`config.mk`:
```
export PLATFORM = sky130hd
export DESIGN_NAME = mem_port_arbiter
export DESIGN_NICKNAME = d
export VERILOG_FILES = /design/src/rtl/mem_port_arbiter.sv
export SDC_FILE = /design/constraint.sdc
export NUM_CORES = 1
export LEC_CHECK = 0
export CORE_ASPECT_RATIO = 1.25
export CORE_MARGIN = 2
export CORE_UTILIZATION = 41
export DETAILED_ROUTE_END_ITERATION = 7
export PLACE_DENSITY = 0.86
export SLEW_MARGIN = 40
export SYNTH_ARGS = -nofsm -noshare
export SYNTH_HDL_FRONTEND = slang
export SYNTH_SLANG_ARGS = --single-unit
```
`constraint.sdc`:
```
create_clock -name clk -period 1.65 [get_ports clk]
set_input_delay 0.33 -clock clk [delete_from_list [all_inputs] [get_ports clk]]
set_output_delay 0.33 -clock clk [all_outputs]
set_load 0.005 [all_outputs]
```
`src/rtl/mem_port_arbiter.sv`:
```
// mem_port_arbiter: shares one single-port synchronous-read memory between the IF and DM ports.
// Optional macro ARB_RR_EN selects round-robin arbitration; default is fixed priority, DM over IF.
module mem_port_arbiter #(
  parameter int ADDR_W  = 32,
  parameter int DATA_W  = 32,
  parameter int MEM_LAT = 1
) (
  input  logic              clk,
  input  logic              rst_n,
  input  logic              if_req,
  input  logic [ADDR_W-1:0] if_addr,
  output logic [DATA_W-1:0] if_rdata,
  output logic              if_valid,
  input  logic              dm_req,
  input  logic              dm_we,
  input  logic [ADDR_W-1:0] dm_addr,
  input  logic [DATA_W-1:0] dm_wdata,
  output logic [DATA_W-1:0] dm_rdata,
  output logic              dm_valid,
  output logic              mem_en,
  output logic              mem_we,
  output logic [ADDR_W-1:0] mem_addr,
  output logic [DATA_W-1:0] mem_wdata,
  input  logic [DATA_W-1:0] mem_rdata,
  output logic              cpu_stall
);

  localparam int CNT_W = $clog2(MEM_LAT + 1);

  if (MEM_LAT < 1 || MEM_LAT > 8) begin : g_lat_check
    $error("mem_port_arbiter: MEM_LAT must be in 1..8");
  end

  typedef enum logic [1:0] {IDLE, ISSUE, WAIT, DONE} state_t;
  typedef enum logic {GNT_IF = 1'b0, GNT_DM = 1'b1} grant_t;

  state_t           state, state_nxt;
  grant_t           grant, grant_sel;
  logic [CNT_W-1:0] lat_cnt;
  logic             req_we;

`ifdef ARB_RR_EN
  grant_t last_grant;

  // On contention the port that did not win last time gets the memory.
  always_comb begin
    grant_sel = GNT_IF;
    if (if_req && dm_req) begin
      grant_sel = (last_grant == GNT_DM) ? GNT_IF : GNT_DM;
    end else if (dm_req) begin
      grant_sel = GNT_DM;
    end
  end

  always_ff @(posedge clk) begin
    if (!rst_n) begin
      last_grant <= GNT_IF;
    end else if (state == IDLE && (if_req || dm_req)) begin
      last_grant <= grant_sel;
    end
  end
`else
  always_comb begin
    grant_sel = dm_req ? GNT_DM : GNT_IF;
  end
`endif

  always_ff @(posedge clk) begin
    if (!rst_n) begin
      state <= IDLE;
    end else begin
      state <= state_nxt;
    end
  end

  always_comb begin
    state_nxt = state;
    case (state)
      IDLE:    if (if_req || dm_req) state_nxt = ISSUE;
      ISSUE:   state_nxt = WAIT;
      WAIT:    if (lat_cnt == CNT_W'(1)) state_nxt = DONE;
      DONE:    state_nxt = IDLE;
      default: state_nxt = IDLE;
    endcase
  end

  // Memory strobes are registered so mem_en is high exactly during ISSUE.
  always_ff @(posedge clk) begin
    if (!rst_n) begin
      grant     <= GNT_IF;
      req_we    <= 1'b0;
      lat_cnt   <= '0;
      mem_en    <= 1'b0;
      mem_we    <= 1'b0;
      mem_addr  <= '0;
      mem_wdata <= '0;
      if_valid  <= 1'b0;
      if_rdata  <= '0;
      dm_valid  <= 1'b0;
      dm_rdata  <= '0;
    end else begin
      mem_en   <= 1'b0;
      mem_we   <= 1'b0;
      if_valid <= 1'b0;
      dm_valid <= 1'b0;
      case (state)
        IDLE: begin
          if (if_req || dm_req) begin
            grant  <= grant_sel;
            mem_en <= 1'b1;
            if (grant_sel == GNT_DM) begin
              mem_we    <= dm_we;
              mem_addr  <= dm_addr;
              mem_wdata <= dm_wdata;
              req_we    <= dm_we;
            end else begin
              mem_addr <= if_addr;
              req_we   <= 1'b0;
            end
          end
        end
        ISSUE: lat_cnt <= CNT_W'(MEM_LAT);
        WAIT: begin
          lat_cnt <= lat_cnt - CNT_W'(1);
          // Read data is on mem_rdata in the last WAIT cycle; valid follows in DONE.
          if (lat_cnt == CNT_W'(1)) begin
            if (grant == GNT_DM) begin
              dm_valid <= 1'b1;
              if (!req_we) dm_rdata <= mem_rdata;
            end else begin
              if_valid <= 1'b1;
              if_rdata <= mem_rdata;
            end
          end
        end
        default: ;
      endcase
    end
  end

  assign cpu_stall = (if_req & ~if_valid) | (dm_req & ~dm_valid);

endmodule

```
==> results.sh, run 1 <==
export IMPL_status="finished, final reports clean"
export IMPL_ys_flop_type="dfxtp_1"
export IMPL_fillers=1036
export IMPL_synth_nets=741
export IMPL_clock_sinks=137
export IMPL_cts_hold_buf=0
export IMPL_area_delta_synth_final_pct=61.96
export IMPL_cp_required_ns=1.32
export IMPL_antenna_found_initial=0
export IMPL_grt_overflow=0
export IMPL_critPathMaxStageDelay_ns=0.51
export IMPL_synthAdderAreaFrac_pct=0.9132
export IMPL_rsz0062_at_grt="no"
export IMPL_cts_clk_slew_worst_paths_ns=0.06
export IMPL_fin_hold_ws_ns=0.3599
export IMPL_p_per_area_nw_per_um2=1192
export IMPL_min_path_type="in -> reg"
export IMPL_cts_path_max_buffers=2
export IMPL_die_w_um=107.4
export IMPL_start_util_pct=41.60
export IMPL_vias_per_cell=4.829
export IMPL_place_congestion=0.7992
export IMPL_power_w=0.01058
export IMPL_synth_top_cell_area_share_pct=50.05
export IMPL_synth_cells=604
export IMPL_ys_async_sr_fraction_pct=0
export IMPL_cp_end_kind="output pin"
export IMPL_dp_hpwl_um=10880
export IMPL_synth_xor_area_share_pct=0
export IMPL_cp_top_family="buffers and inverters"
export IMPL_dr_total_vias=5032
export IMPL_yosys_warnings=0
export IMPL_dr_max_layer_used="met4"
export IMPL_num_antenna_cells=0
export IMPL_rows=47
export IMPL_slew_viol_final=0
export IMPL_grt_max_degree=43
export IMPL_crit_path_start_kind="flop"
export IMPL_yosys_area_share_simple_pct=17.26
export IMPL_crit_path_cell_trace="clkdlybuf4s50_1"
export IMPL_area_sequential_um2=2746
export IMPL_min_period_over_period_pct=97.36
export IMPL_clkLatencyLatePin_ns=0.40
export IMPL_setup_viol=0
export IMPL_grt_usage_pct=21.57
export IMPL_period_minus_slack_ns=1.606
export IMPL_worst_pin_slew_ns=0.3549
export IMPL_synth_seq_cells=137
export IMPL_hold_viol=0
export IMPL_crit_buf_inv=1
export IMPL_finClkSkew_ns=0.007505
export IMPL_totalWireLength_um=15410
export IMPL_synth_seq_area_share_pct=50.05
export IMPL_synth_top_family_by_area="compound AO/OA/AOI/OAI gates"
export IMPL_core_area_um2=13170
export IMPL_synth_compound_gate_area_share_pct=20.00
export IMPL_grt_pass1_wl_um=24540
export IMPL_syn_area_um2=5480
export IMPL_dieArea_um2=14310
export IMPL_nets=996
export IMPL_ant_nets=0
export IMPL_muxShareOfSynthArea_pct=6.210
export IMPL_cap_violations=0
export IMPL_post_route_worst_setup_slack_ns=0.04354
export IMPL_root_buffer="clkbuf_16"
export IMPL_postLayoutCellArea_um2=8876
export IMPL_cp_max_fo=2
export IMPL_die_h_um=133.3
export IMPL_synth_edf_count=0
export IMPL_drt_iter0_drc=213
export IMPL_wl_met1_um=6144
export IMPL_wl_per_cell_um=14.79
export IMPL_io_pins=266
export IMPL_synth_cell_types=29
export IMPL_cp_slowest_cell="clkdlybuf4s50_1"
export IMPL_multi_input_comb_area_um2=2439
export IMPL_port_buffers=265
export IMPL_irDropWorstVdd_uv=778.3
export IMPL_synth_largest_area_cell="dfxtp_1"
export IMPL_dr_wl_met2_um=7950
export IMPL_p_leak_nw=3.668
export IMPL_final_layout_size_suffix_gt1_share_pct=6.544
export IMPL_arrival_ns=1.28
export IMPL_cts_tree="yes"
export IMPL_grt_pass1_vias=5028
export IMPL_ys_top_cells_by_area="dfxtp_1 (50%), nand2_1 (16%), a21boi_0 (10%)"
export IMPL_htreeDepth=4
export IMPL_placed_area_um2=8300
export IMPL_critical_path_class="reg -> out"
export IMPL_slew_headroom_pct=76.34
export IMPL_syn_area_per_cell_um2=9.073
export IMPL_numCtsBuffers=17
export IMPL_drt_pass1_iterations=4
export IMPL_max_freq_mhz=622.5
export IMPL_wl_met3_um=954
export IMPL_dp_worst_setup_slack_ns=-0.3442
export IMPL_fin_util_pct=67.38
export IMPL_route_detailed_drc=0
==> stage by stage <==
| step | TNS (ns) | instances |
|---|---|---|
| floorplan | 0 | 604 |
| detailed placement | -1.127 | 1011 |
| global route | 0 | 1042 |
| finish | 0 | 1042 |
| global placement | -0.3279 | 1011 |
| CTS | 0 | 1042 |
==> cells by family (layout without fill, tap and decap cells) <==
group | Yosys count | after routing
DFF | 137 | 137
buffers and inverters | 52 | 319
AOI/OAI and AO/OA | 136 | 136
muxes | 34 | 34
adders and majority gates | 4 | 4
and+or+nand+nor | 241 | 241
==> worst paths after layout <==
kind	start	to	slack [ns]	cells after the start
setup / recovery	if_valid$_SDFF_PN0_	if_valid	0.04	1
hold reg to reg	dm_rdata[3]$_SDFFE_PN0P_	dm_rdata[3]$_SDFFE_PN0P_	0.45	2
hold / removal	rst_n	mem_wdata[18]$_SDFFE_PN0P_	0.36	2
setup reg to reg	state[0]$_SDFFE_PN0P_	dm_rdata[8]$_SDFFE_PN0P_	0.17	6
==> cell type report <==
class	instances	share of cell area, %
Clock buffer	17	4.793
Clock inverter	14	1.410
Inverter	5	0.2114
Multi-Input combinational cell	415	27.47
Sequential cell	137	30.94
Tap cell	171	2.410
Timing Repair Buffer	283	32.76
==> sequential cells by signal, indices dropped and copies added, names as in the netlist <==
name and flops:
mem_en 1, dm_rdata 32, mem_addr 32, if_valid 1, state 2, mem_we 1, grant 1, dm_valid 1
lat_cnt 1, req_we 1, mem_wdata 32, if_rdata 32
==> repair_timing <==
| item | CTS | global route |
|---|---|---|
| buffers inserted | 0 | 0 |
| pin swaps | 0 | 0 |
| endpoints found under the setup margin | 2 | 7 |
| gates resized for setup | 7 | 7 |
==> routing by layer <==
layer | vias up | global-route usage, %
met4 | 0 | 8.262
met1 | 2307 | 24.14
li1 | 2515 | -
met5 | - | 0
met2 | 187 | 38.29
met3 | 23 | 6.311
==> power breakdown <==
group	total, W	switching [W]	internal (W)
registers	0.00415	0.000293	0.00385
clock network	0.00353	0.00146	0.00207
logic	0.00291	0.00120	0.00170
total	0.0106	0.00295	0.00763
==> cell usage after synthesis (all sizes together), types with 2 or more instances <==
cell    instances
inv             5
ha              4
o211a          32
o21ai           2
clkbuf         17
mux2i          34
and2            3
dfxtp         137
a21boi         97
buf            30
nand2         229
==> layout by cell type, fill, tap and decap left out, types with 2 or more instances in the layout <==
cell type / count
a21boi_1: 21
mux2i_1: 34
dfxtp_2: 3
a21boi_0: 76
o21ai_0: 2
inv_1: 5
nand2_1: 229
buf_4: 10
clkbuf_16: 17
buf_12: 9
ha_1: 4
clkinv_4: 3
and2_1: 3
inv_6: 3
o211a_1: 32
dlymetal6s2s_1: 6
clkdlybuf4s50_1: 255
dfxtp_1: 134
clkinvlp_4: 3
clkinv_2: 4
(Power assumes the default switching activity.)
==> inputs of run 2 (changes only) <==
GPL_ROUTABILITY_DRIVEN = 0   (was default)
TNS_END_PERCENT = 30   (was default)
==> results of run 2 <==
No change in the layout: final DEF, timing and power equal those of run 1.
